[config.mk]
export PLATFORM = sky130hd
export DESIGN_NAME = four_bit_serializer
export DESIGN_NICKNAME = d
export VERILOG_FILES = /design/src/rtl/four_bit_serializer_pkg.sv /design/src/rtl/four_bit_serializer_shift_bit_counter.sv /design/src/rtl/four_bit_serializer.sv
export SDC_FILE = /design/constraint.sdc
export NUM_CORES = 1
export LEC_CHECK = 0
export BUFFER_PORTS_ARGS = -buffer_cell sky130_fd_sc_hd__buf_2
export CAP_MARGIN = 20
export CORE_AREA = 2 2 39 41
export CTS_CLUSTER_SIZE = 40
export DETAILED_ROUTE_END_ITERATION = 8
export DIE_AREA = 0 0 41 43
export GPL_TIMING_DRIVEN = 0
export MAX_ROUTING_LAYER = met4
export PLACE_DENSITY = 0.62
export SLEW_MARGIN = 20
export SYNTH_ARGS = -nofsm -noshare
export SYNTH_HDL_FRONTEND = slang
export SYNTH_SLANG_ARGS = --single-unit
export TNS_END_PERCENT = 10
[constraint.sdc]
create_clock -name clk -period 1.8 [get_ports clk]
set_clock_uncertainty 0.15 [all_clocks]
set_input_delay 0.09 -clock clk [delete_from_list [all_inputs] [get_ports clk]]
set_output_delay 0.09 -clock clk [all_outputs]
set_load 0.02 [all_outputs]
[src/rtl/four_bit_serializer_pkg.sv]
// four_bit_serializer_pkg: shared state encoding and counter-width helper for the serializer.
package four_bit_serializer_pkg;
  typedef enum logic {S_IDLE = 1'b0, S_SHIFT = 1'b1} state_t;
  function automatic int clog2(input int v);
    int r;
    r = 0;
    while ((1 << r) < v) r++;
    return r;
  endfunction
endpackage

[src/rtl/four_bit_serializer_shift_bit_counter.sv]
// shift_bit_counter: mod-WIDTH bit-position counter with synchronous clear and last-bit flag.
import four_bit_serializer_pkg::*;
module shift_bit_counter #(
  parameter int WIDTH = 4,
  parameter int CNT_W = clog2(WIDTH)
) (
  input  logic             clk,
  input  logic             rst,
  input  logic             clr,
  input  logic             en,
  output logic [CNT_W-1:0] cnt,
  output logic             at_last
);
  assign at_last = cnt == CNT_W'(WIDTH - 1);
  always_ff @(posedge clk or negedge rst)
    if (!rst) cnt <= '0;
    else if (clr) cnt <= '0;
    else if (en) cnt <= at_last ? '0 : cnt + 1'b1;
endmodule

[src/rtl/four_bit_serializer.sv]
// four_bit_serializer: accepts a parallel word per handshake and shifts it out one bit per clock.
import four_bit_serializer_pkg::*;
module four_bit_serializer #(
  parameter int WIDTH     = 4,
  parameter int MSB_FIRST = 1
) (
  input  logic             clk,
  input  logic             rst,
  input  logic [WIDTH-1:0] in,
  input  logic             in_valid,
  output logic             in_ready,
  input  logic             ser_ready,
  output logic             ser_out,
  output logic             ser_valid,
  output logic             ser_first,
  output logic             ser_last
);
  localparam int CNT_W   = clog2(WIDTH);
  localparam int OUT_IDX = MSB_FIRST != 0 ? WIDTH - 1 : 0;
  state_t           state;
  logic [WIDTH-1:0] shreg;
  logic [CNT_W-1:0] cnt;
  logic             at_last, adv, accept;
  assign adv      = state == S_SHIFT && ser_ready;
  assign in_ready = state == S_IDLE || (adv && at_last);
  assign accept   = in_valid && in_ready;
  shift_bit_counter #(.WIDTH(WIDTH), .CNT_W(CNT_W)) u_cnt (
    .clk(clk), .rst(rst), .clr(accept || (adv && at_last)), .en(adv),
    .cnt(cnt), .at_last(at_last)
  );
  always_ff @(posedge clk or negedge rst)
    if (!rst) begin
      state <= S_IDLE;
      shreg <= '0;
    end else if (accept) begin
      state <= S_SHIFT;
      shreg <= in;
    end else if (adv) begin
      state <= at_last ? S_IDLE : S_SHIFT;
      shreg <= MSB_FIRST != 0 ? {shreg[WIDTH-2:0], 1'b0} : {1'b0, shreg[WIDTH-1:1]};
    end
  assign ser_valid = state == S_SHIFT;
  assign ser_out   = ser_valid && shreg[OUT_IDX];
  assign ser_first = ser_valid && cnt == '0;
  assign ser_last  = ser_valid && at_last;
endmodule

==> impl_metrics.toml, run 1 <==
[detailed_routing]
drt_iter0_markers = 3
antenna_left = 0
routedWlPerCell_um = 11.4
num_vias = 403
wl_um = 948
dr.pass1.iters = 2
viasPerCell = 4.86
drc = 0

[critical_path]
rr_startpoint = "u_cnt.cnt[0]$_DFFE_PN0P_"
path_class = "flip-flop to output pin"
rr_worst_depth = 4
slowest_stage = "dfrtp_1"
cp.required_ns = 1.56
cp_slowest_stage_delay_ns = 0.40
rr_endpoint = "shreg[3]$_DFFE_PN0P_"
end_kind = "output pin"
arrival_ns = 1.24
cp_cell_sequence = "ha_1, and2_1, buf_2"
rrSetupSlack_ns = 0.40
start_kind = "flip-flop"
cp_max_fo = 5

[finish]
n_antenna_cell = 0
drive_gt1_share_pct = 29.9
fin_cells = 83
nets = 78
synthToLayoutAreaGrowth_pct = 31.0

[outcome]
status = "completed"

[yosys]
avgSynthCellArea_um2 = 9.85
synth_top_area_cell = "dfrtp_1"
yosys_warnings = 0
synth_cell_type_count = 19
synthArstFlopShare_pct = 100
syn_nets = 58
yosysMostFrequentCell = "dfrtp_1"
syn_inst = 48
syn-cell-area_um2 = 473
yosys-top-cells-count = "dfrtp_1 (7), mux2i_1 (5), nand2_1 (5)"
ys_ff_latch = 7
synth_edf_count = 0
yosys.area.top_type_share_pct = 37.0
ys_seq_area_share_pct = 37.0
synthTopCellsByArea = "dfrtp_1 (37%), mux2i_1 (11%), mux2_4 (9.5%)"
synth_ff_type = "dfrtp_1"

[floorplanning]
die_h_um = 43
rows = 14
die_area_um2 = 1760
start_util_pct = 34.2
die_w_um = 41
ios = 13
core_area_um2 = 1380

[clock_tree]
clk_pin_slew_worst_paths_ns = 0.05
ctsHoldBuffers = 5
cts_tree = "yes"
post-cts-setup-buffer-count = 0
cts_buffer_depth = 2
cts_resized = 0
numCtsBuffers = 3
h-tree-depth = 1
insertion_delay_ns = 0.26
cts.sinks = 7
cts-root-buf = "clkbuf_4"

[placement]
place.port_buffers = 10
gp_congestion = 0.706
dpl.hpwl_um = 675
numPlacedInstances = 74

[timing]
max_freq_mhz = 676
finalSetupViolations = 0
worst_pin_slew_ns = 0.176
period_needed_ns = 1.48
slew_violations = 0
finalCritPeriodShare_pct = 82.2
rsz0062_at_grt = "false"
hold_violations = 0
tns_ns = 0
slew_headroom_pct = 88.0

[power]
p_comb_share_pct = 47.0
p_switching_uw = 295
p_total_uw = 773
p_leak_uw = 0.000326
powerDensity_nw_per_um2 = 1250
power.share.switching_pct = 38.2
p_clk_share_pct = 19.3
ir_worst_vdd_mv = 0.531
pwr-share-seq_pct = 33.6
p_int_uw = 477

[global_route]
grtUsageTotal_pct = 14.7
grt_pass1_wl_mm = 1.63
grt_max_degree = 11
gr-total-overflow = 0
grt_antenna_before_repair = 0
grt_pass1_vias = 386

[min_path]
hold_class = "input port to flip-flop"
worstHoldEndpoint = "shreg[1]$_DFFE_PN0P_"
hold-path-cell-count = 3
hp-start = "in[1]"

[flow_run]
drv_cap = 0
[cells by family after synthesis]
| logic type | share of synthesized area, % |
|---|---|
| simple gates | 18.3 |
| compound gates | 11.1 |
| mux | 20.1 |
| buf+inv | 8.20 |
| flops | 37.0 |
| fa+ha+maj | 5.29 |
[cell usage in the layout, fill, tap and decap left out, drive strengths merged, types with 4 or more instances in the layout]
cell and n:
dfrtp 7, mux2i 5, nand2b 4, clkbuf 5
dlygate4sd3 5, buf 12, inv 4, nand2 5
[critical path: cells and delay by family (launching register included)]
family / cells / cell delay (ns)
buf+inv: 1 / 0.15
fa+ha+maj: 1 / 0.26
simple gates: 1 / 0.17
flops: 1 / 0.40
[metrics by stage]
stage	util (%)	setup WS (ns)	instance area, µm²	hold WS [ns]
6_report	44.8	0.320	619	0.00748
3_3_place_gp	39.2	0.393	543	-0.214
4_1_cts	44.8	0.301	619	0.00549
2_1_floorplan	-	0.512	473	-0.356
3_5_place_dp	39.2	0.389	543	-0.213
5_1_grt	44.8	0.258	619	0.0468
[worst max path at each step]
| stage | startpoint | endpoint | slack, ns | depth (start not counted) |
|---|---|---|---|---|
| global placement | u_cnt.cnt[0]$_DFFE_PN0P_ | shreg[3]$_DFFE_PN0P_ | 0.39 | 4 |
| global route | u_cnt.cnt[0]$_DFFE_PN0P_ | in_ready | 0.26 | 4 |
| floorplan | u_cnt.cnt[0]$_DFFE_PN0P_ | shreg[1]$_DFFE_PN0P_ | 0.51 | 4 |
| detailed placement | u_cnt.cnt[0]$_DFFE_PN0P_ | shreg[3]$_DFFE_PN0P_ | 0.39 | 4 |
| finish | u_cnt.cnt[0]$_DFFE_PN0P_ | ser_last | 0.32 | 3 |
| CTS | u_cnt.cnt[0]$_DFFE_PN0P_ | ser_last | 0.30 | 3 |
[final cells by class]
| cell class | instances | area (µm²) |
|---|---|---|
| fill | 149 | 764 |
| multi-input combinational | 34 | 259 |
| inverter | 4 | 15.0 |
| tap | 16 | 20.0 |
| buffer | 3 | 23.8 |
| clock buffer | 4 | 26.3 |
| timing repair buffer | 15 | 100 |
| sequential | 7 | 175 |
[registers in the layout (all words and copies together), names as in the netlist]
| register | count |
|---|---|
| shreg | 4 |
| u_cnt.cnt | 2 |
| ser_valid | 1 |
[power by group through the flow]
stage | clock (µW) | sequential, µW | combinational, µW
final | 149 | 260 | 363
after global routing | 163 | 270 | 423
after CTS | 158 | 261 | 369
after detailed placement | 0 | 264 | 360
after global placement | 0 | 264 | 359
after floorplan | 0 | 258 | 274
[layer usage]
layer	track usage (%)	up-vias	wire length [µm]
met5	-	-	0
met3	4.71	5	52
met2	20.3	12	379
li1	-	203	-
met1	16.3	183	475
met4	12.0	0	41
Power figures use the tool's default switching activity.
==> inputs of run 2 (changes only) <==
- PLACE_DENSITY: 0.62 -> 0.64
- clock period: 1.8 -> 1.2 ns (I/O delays scaled with it)
==> impl_metrics.toml, run 2 (synthesis results as in run 1) <==
[timing]
rsz0062_at_grt = "true"
max_freq_mhz = 728
slew_headroom_pct = 88.9
hold_violations = 1
setup_ws_ns = -0.173
slew_violations = 0
finalCritPeriodShare_pct = 114
finalSetupViolations = 7
timing.hold.ws_ns = -0.00720
period_needed_ns = 1.37
worst_pin_slew_ns = 0.162

[finish]
drive_gt1_share_pct = 44.3
final_common_cell = "buf_2"
final_cell_mix = "buf_2 (7), dlygate4sd3_1 (6), dfrtp_1 (6)"
largest_register_ffs = 4
synthToLayoutAreaGrowth_pct = 48.7
nets = 81
n_antenna_cell = 0
top_register = "shreg"

[power]
p_leak_uw = 0.000359
powerDensity_nw_per_um2 = 1950
p_total_uw = 1370
ir_worst_vdd_mv = 1.33

[global_route]
gr-total-overflow = 0
grt_pass1_wl_mm = 1.52
grt_antenna_before_repair = 0
grt_max_degree = 11
grtUsageTotal_pct = 13.0
grt_pass1_vias = 380

[floorplanning]
die_w_um = 41
start_util_pct = 34.2
core_area_um2 = 1380
ios = 13
rows = 14
die_area_um2 = 1760
die_h_um = 43

[detailed_routing]
num_vias = 408
viasPerCell = 4.74
routedWlPerCell_um = 11.9
wl_mm = 1.03
antenna_left = 0
drt_iter0_markers = 5
drc = 0
dr.pass1.iters = 4

[clock_tree]
numCtsBuffers = 3
clk_pin_slew_worst_paths_ns = 0.06
cts-root-buf = "clkbuf_4"
h-tree-depth = 1
cts_tree = "yes"
insertion_delay_ns = 0.26
cts_buffer_depth = 2
cts.sinks = 7

[placement]
dp_slack_ns = -0.155
dpl.hpwl_um = 690
gp_congestion = 0.728
place.port_buffers = 10

[critical_path]
cp.required_ns = 0.99
arrival_ns = 1.16
cp_max_fo = 5
rrSetupSlack_ns = -0.05
start_kind = "flip-flop"
path_class = "flip-flop to output pin"
end_kind = "output pin"

[outcome]
violations = "negative hold slack, negative setup slack"
status = "finished with violations"

[min_path]
hold_class = "input port to flip-flop"

[flow_run]
drv_cap = 0
run 2: power breakdown:
part           total (µW)  switching [µW]  internal [µW]  leakage [µW]
logic                 747             342            405      0.000259
clock network         219            96.8            122     0.0000177
registers             403            79.2            324     0.0000817
total                1370             518            851      0.000359
run 2: metrics by stage:
step           area [µm²]  utilization, %  instances  setup TNS (ns)  hold WS (ns)
2_1_floorplan         477               -         48          -0.158        -0.386
3_3_place_gp          547            39.5         74          -0.492        -0.247
3_5_place_dp          547            39.5         74          -0.529        -0.249
4_1_cts               696            50.3         86          -0.675       0.00133
5_1_grt               703            50.8         86           -1.06        0.0285
6_report              703            50.8         86          -0.695      -0.00720
run 2: area by class of cell:
cell class | count | area [µm²]
buffer | 3 | 27.5
inverter | 4 | 15.0
clock buffer | 3 | 22.5
tap | 16 | 20.0
clock inverter | 1 | 5.00
timing repair buffer | 18 | 144
sequential | 7 | 176
multi-input combinational | 34 | 293
fill | 129 | 681
run 2: timing repair:
item,CTS,global route
setup endpoints to repair,9,9
buffers inserted,2,0
hold endpoints to repair,12,0
resized for setup,14,3
hold buffers,6,0
pin swaps,7,0
run 2: layer usage:
metal | vias to the layer above | global-route usage, % | wire length, µm
li1 | 210 | - | -
met1 | 185 | 14.6 | 475
met2 | 9 | 21.6 | 495
met3 | 4 | 1.57 | 36
met4 | 0 | 6.00 | 19
met5 | - | - | 0
run 2: path summary, 6_finish.rpt:
check / from / to / depth (start not counted)
worst min-delay path: in[2] / shreg[2]$_DFFE_PN0P_ / 3
worst max-delay path: u_cnt.cnt[1]$_DFFE_PN0P_ / in_ready / 4
worst min register to register: u_cnt.cnt[1]$_DFFE_PN0P_ / u_cnt.cnt[1]$_DFFE_PN0P_ / 2
min in group asynchronous: rst / shreg[1]$_DFFE_PN0P_ / 2
worst max register to register: u_cnt.cnt[1]$_DFFE_PN0P_ / shreg[3]$_DFFE_PN0P_ / 4
max in group asynchronous: rst / ser_valid$_DFFE_PN0P_ / 2
run 2: critical path: stages (launching register included):
cell and delay (ns):
dfrtp_1 0.42, ha_4 0.20, nand2_1 0.08, nand2_2 0.07, buf_6 0.13
==> inputs of run 3 (changes only) <==
- BUFFER_PORTS_ARGS: -buffer_cell sky130_fd_sc_hd__buf_2 -> -buffer_cell sky130_fd_sc_hd__buf_4
==> impl_metrics.toml, run 3 (synthesis results as in run 1) <==
[placement]
dpl_cell_area_um2 = 572
place.port_buffers = 10
dp_slack_ns = -0.180
gp_congestion = 0.714
dpl.hpwl_um = 705

[detailed_routing]
drc = 0
wl_mm = 1.09
num_vias = 418
drt_iter0_markers = 5
dr.pass1.iters = 3
antenna_left = 0
routedWlPerCell_um = 12.6
viasPerCell = 4.80

[power]
power.share.switching_pct = 36.4
powerDensity_nw_per_um2 = 1940
p_int_uw = 899
p_leak_uw = 0.000361
p_switching_uw = 515
p_total_uw = 1410
pwr-share-seq_pct = 29.2
ir_worst_vdd_mv = 0.992
p_clk_share_pct = 15.2
p_comb_share_pct = 55.5

[finish]
drive_gt1_share_pct = 46.5
top_register = "shreg"
final_common_cell = "buf_4"
n_antenna_cell = 0
synthToLayoutAreaGrowth_pct = 54.5
stdcell_area_um2 = 731
nets = 82
largest_register_ffs = 4
final_cell_mix = "buf_4 (8), dlygate4sd3_1 (7), buf_6 (6)"

[clock_tree]
cts_tree = "yes"
clk_pin_slew_worst_paths_ns = 0.05
h-tree-depth = 1
insertion_delay_ns = 0.25
cts_buffer_depth = 2
numCtsBuffers = 3
cts-root-buf = "clkbuf_4"
cts.sinks = 7

[floorplanning]
ios = 13
die_area_um2 = 1760
start_util_pct = 34.2
rows = 14
core_area_um2 = 1380
die_w_um = 41
die_h_um = 43

[global_route]
gr-total-overflow = 0
grt_max_degree = 11
grtUsageTotal_pct = 14.6
grt_antenna_before_repair = 0
grt_pass1_vias = 427
grt_pass1_wl_mm = 1.72

[timing]
slew_violations = 0
slew_headroom_pct = 84.5
finalCritPeriodShare_pct = 112
max_freq_mhz = 743
hold_violations = 0
finalSetupViolations = 7
period_needed_ns = 1.35
worst_pin_slew_ns = 0.226
rsz0062_at_grt = "true"
setup_ws_ns = -0.145

[critical_path]
arrival_ns = 1.14
cp_max_fo = 5
cp.required_ns = 0.99
rr_startpoint = "u_cnt.cnt[0]$_DFFE_PN0P_"
cp_cell_sequence = "ha_4, and2_4, buf_6"
path_class = "flip-flop to output pin"
end_kind = "output pin"
crit_family = "flip-flops"
rrSetupSlack_ns = -0.11
cp_slowest_stage_delay_ns = 0.44
start_kind = "flip-flop"
setup.worst_path.start = "u_cnt.cnt[0]$_DFFE_PN0P_"
rr_worst_depth = 4
slowest_stage = "dfrtp_2"
rr_endpoint = "shreg[3]$_DFFE_PN0P_"
path_buf_inv = 1

[min_path]
hold_class = "input port to asynchronous set/reset pin"

[outcome]
violations = "negative setup slack"
status = "finished with violations"

[flow_run]
drv_cap = 0
run 3: layer usage:
layer  wire (µm)  GRT usage (%)  up-vias
met1         475           17.4      200
met3          40           3.14        2
li1            -              -      208
met5           0              -        -
met2         569           22.8        8
met4           6           6.00        0
run 3: how the worst max path moves through the flow:
stage,cells past startpoint,endpoint
3_3_place_gp,4,shreg[2]$_DFFE_PN0P_
6_report,3,ser_last
2_1_floorplan,4,shreg[1]$_DFFE_PN0P_
4_1_cts,4,ser_first
5_1_grt,4,ser_first
3_5_place_dp,4,shreg[2]$_DFFE_PN0P_
run 3: power groups by stage:
stage | logic, µW | registers [µW] | clock network, µW
after floorplan | 415 | 389 | 0
final | 786 | 414 | 215
after global routing | 866 | 423 | 237
after global placement | 587 | 394 | 0
after detailed placement | 596 | 398 | 0
after CTS | 781 | 404 | 222
run 3: worst reg2reg max path, stage by stage (launching register included):
cell	delay (ns)
dfrtp_2	0.44
ha_4	0.19
nand2_2	0.12
mux2i_1	0.21
a21oi_1	0.09
run 3: what timing repair did:
item | in CTS | in global routing
gates cloned | 0 | 0
pin swaps | 3 | 2
setup buffers | 2 | 0
gates resized for setup | 14 | 3
hold endpoints to repair | 12 | 0
endpoints found under the setup margin | 9 | 9
hold buffers | 7 | 0
run 3: area by class of cell:
cell class              instances  area, µm²
fillers                       134        653
multi-input cells              34        289
flip-flops and latches          7        178
repair buffers                 19        175
plain buffers                   3       27.5
clock buffers                   4       26.3
well taps                      16       20.0
inverters                       4       15.0
run 3: metrics by stage:
| stage | cells | hold slack (ns) | setup TNS [ns] | utilization (%) |
|---|---|---|---|---|
| detailed placement | 74 | -0.271 | -0.639 | 41.3 |
| floorplan | 48 | -0.386 | -0.158 | - |
| finish | 87 | 0.0102 | -0.767 | 52.8 |
| global placement | 74 | -0.271 | -0.495 | 41.3 |
| CTS | 87 | 0.00648 | -0.779 | 52.5 |
| global route | 87 | 0.0199 | -1.15 | 52.8 |
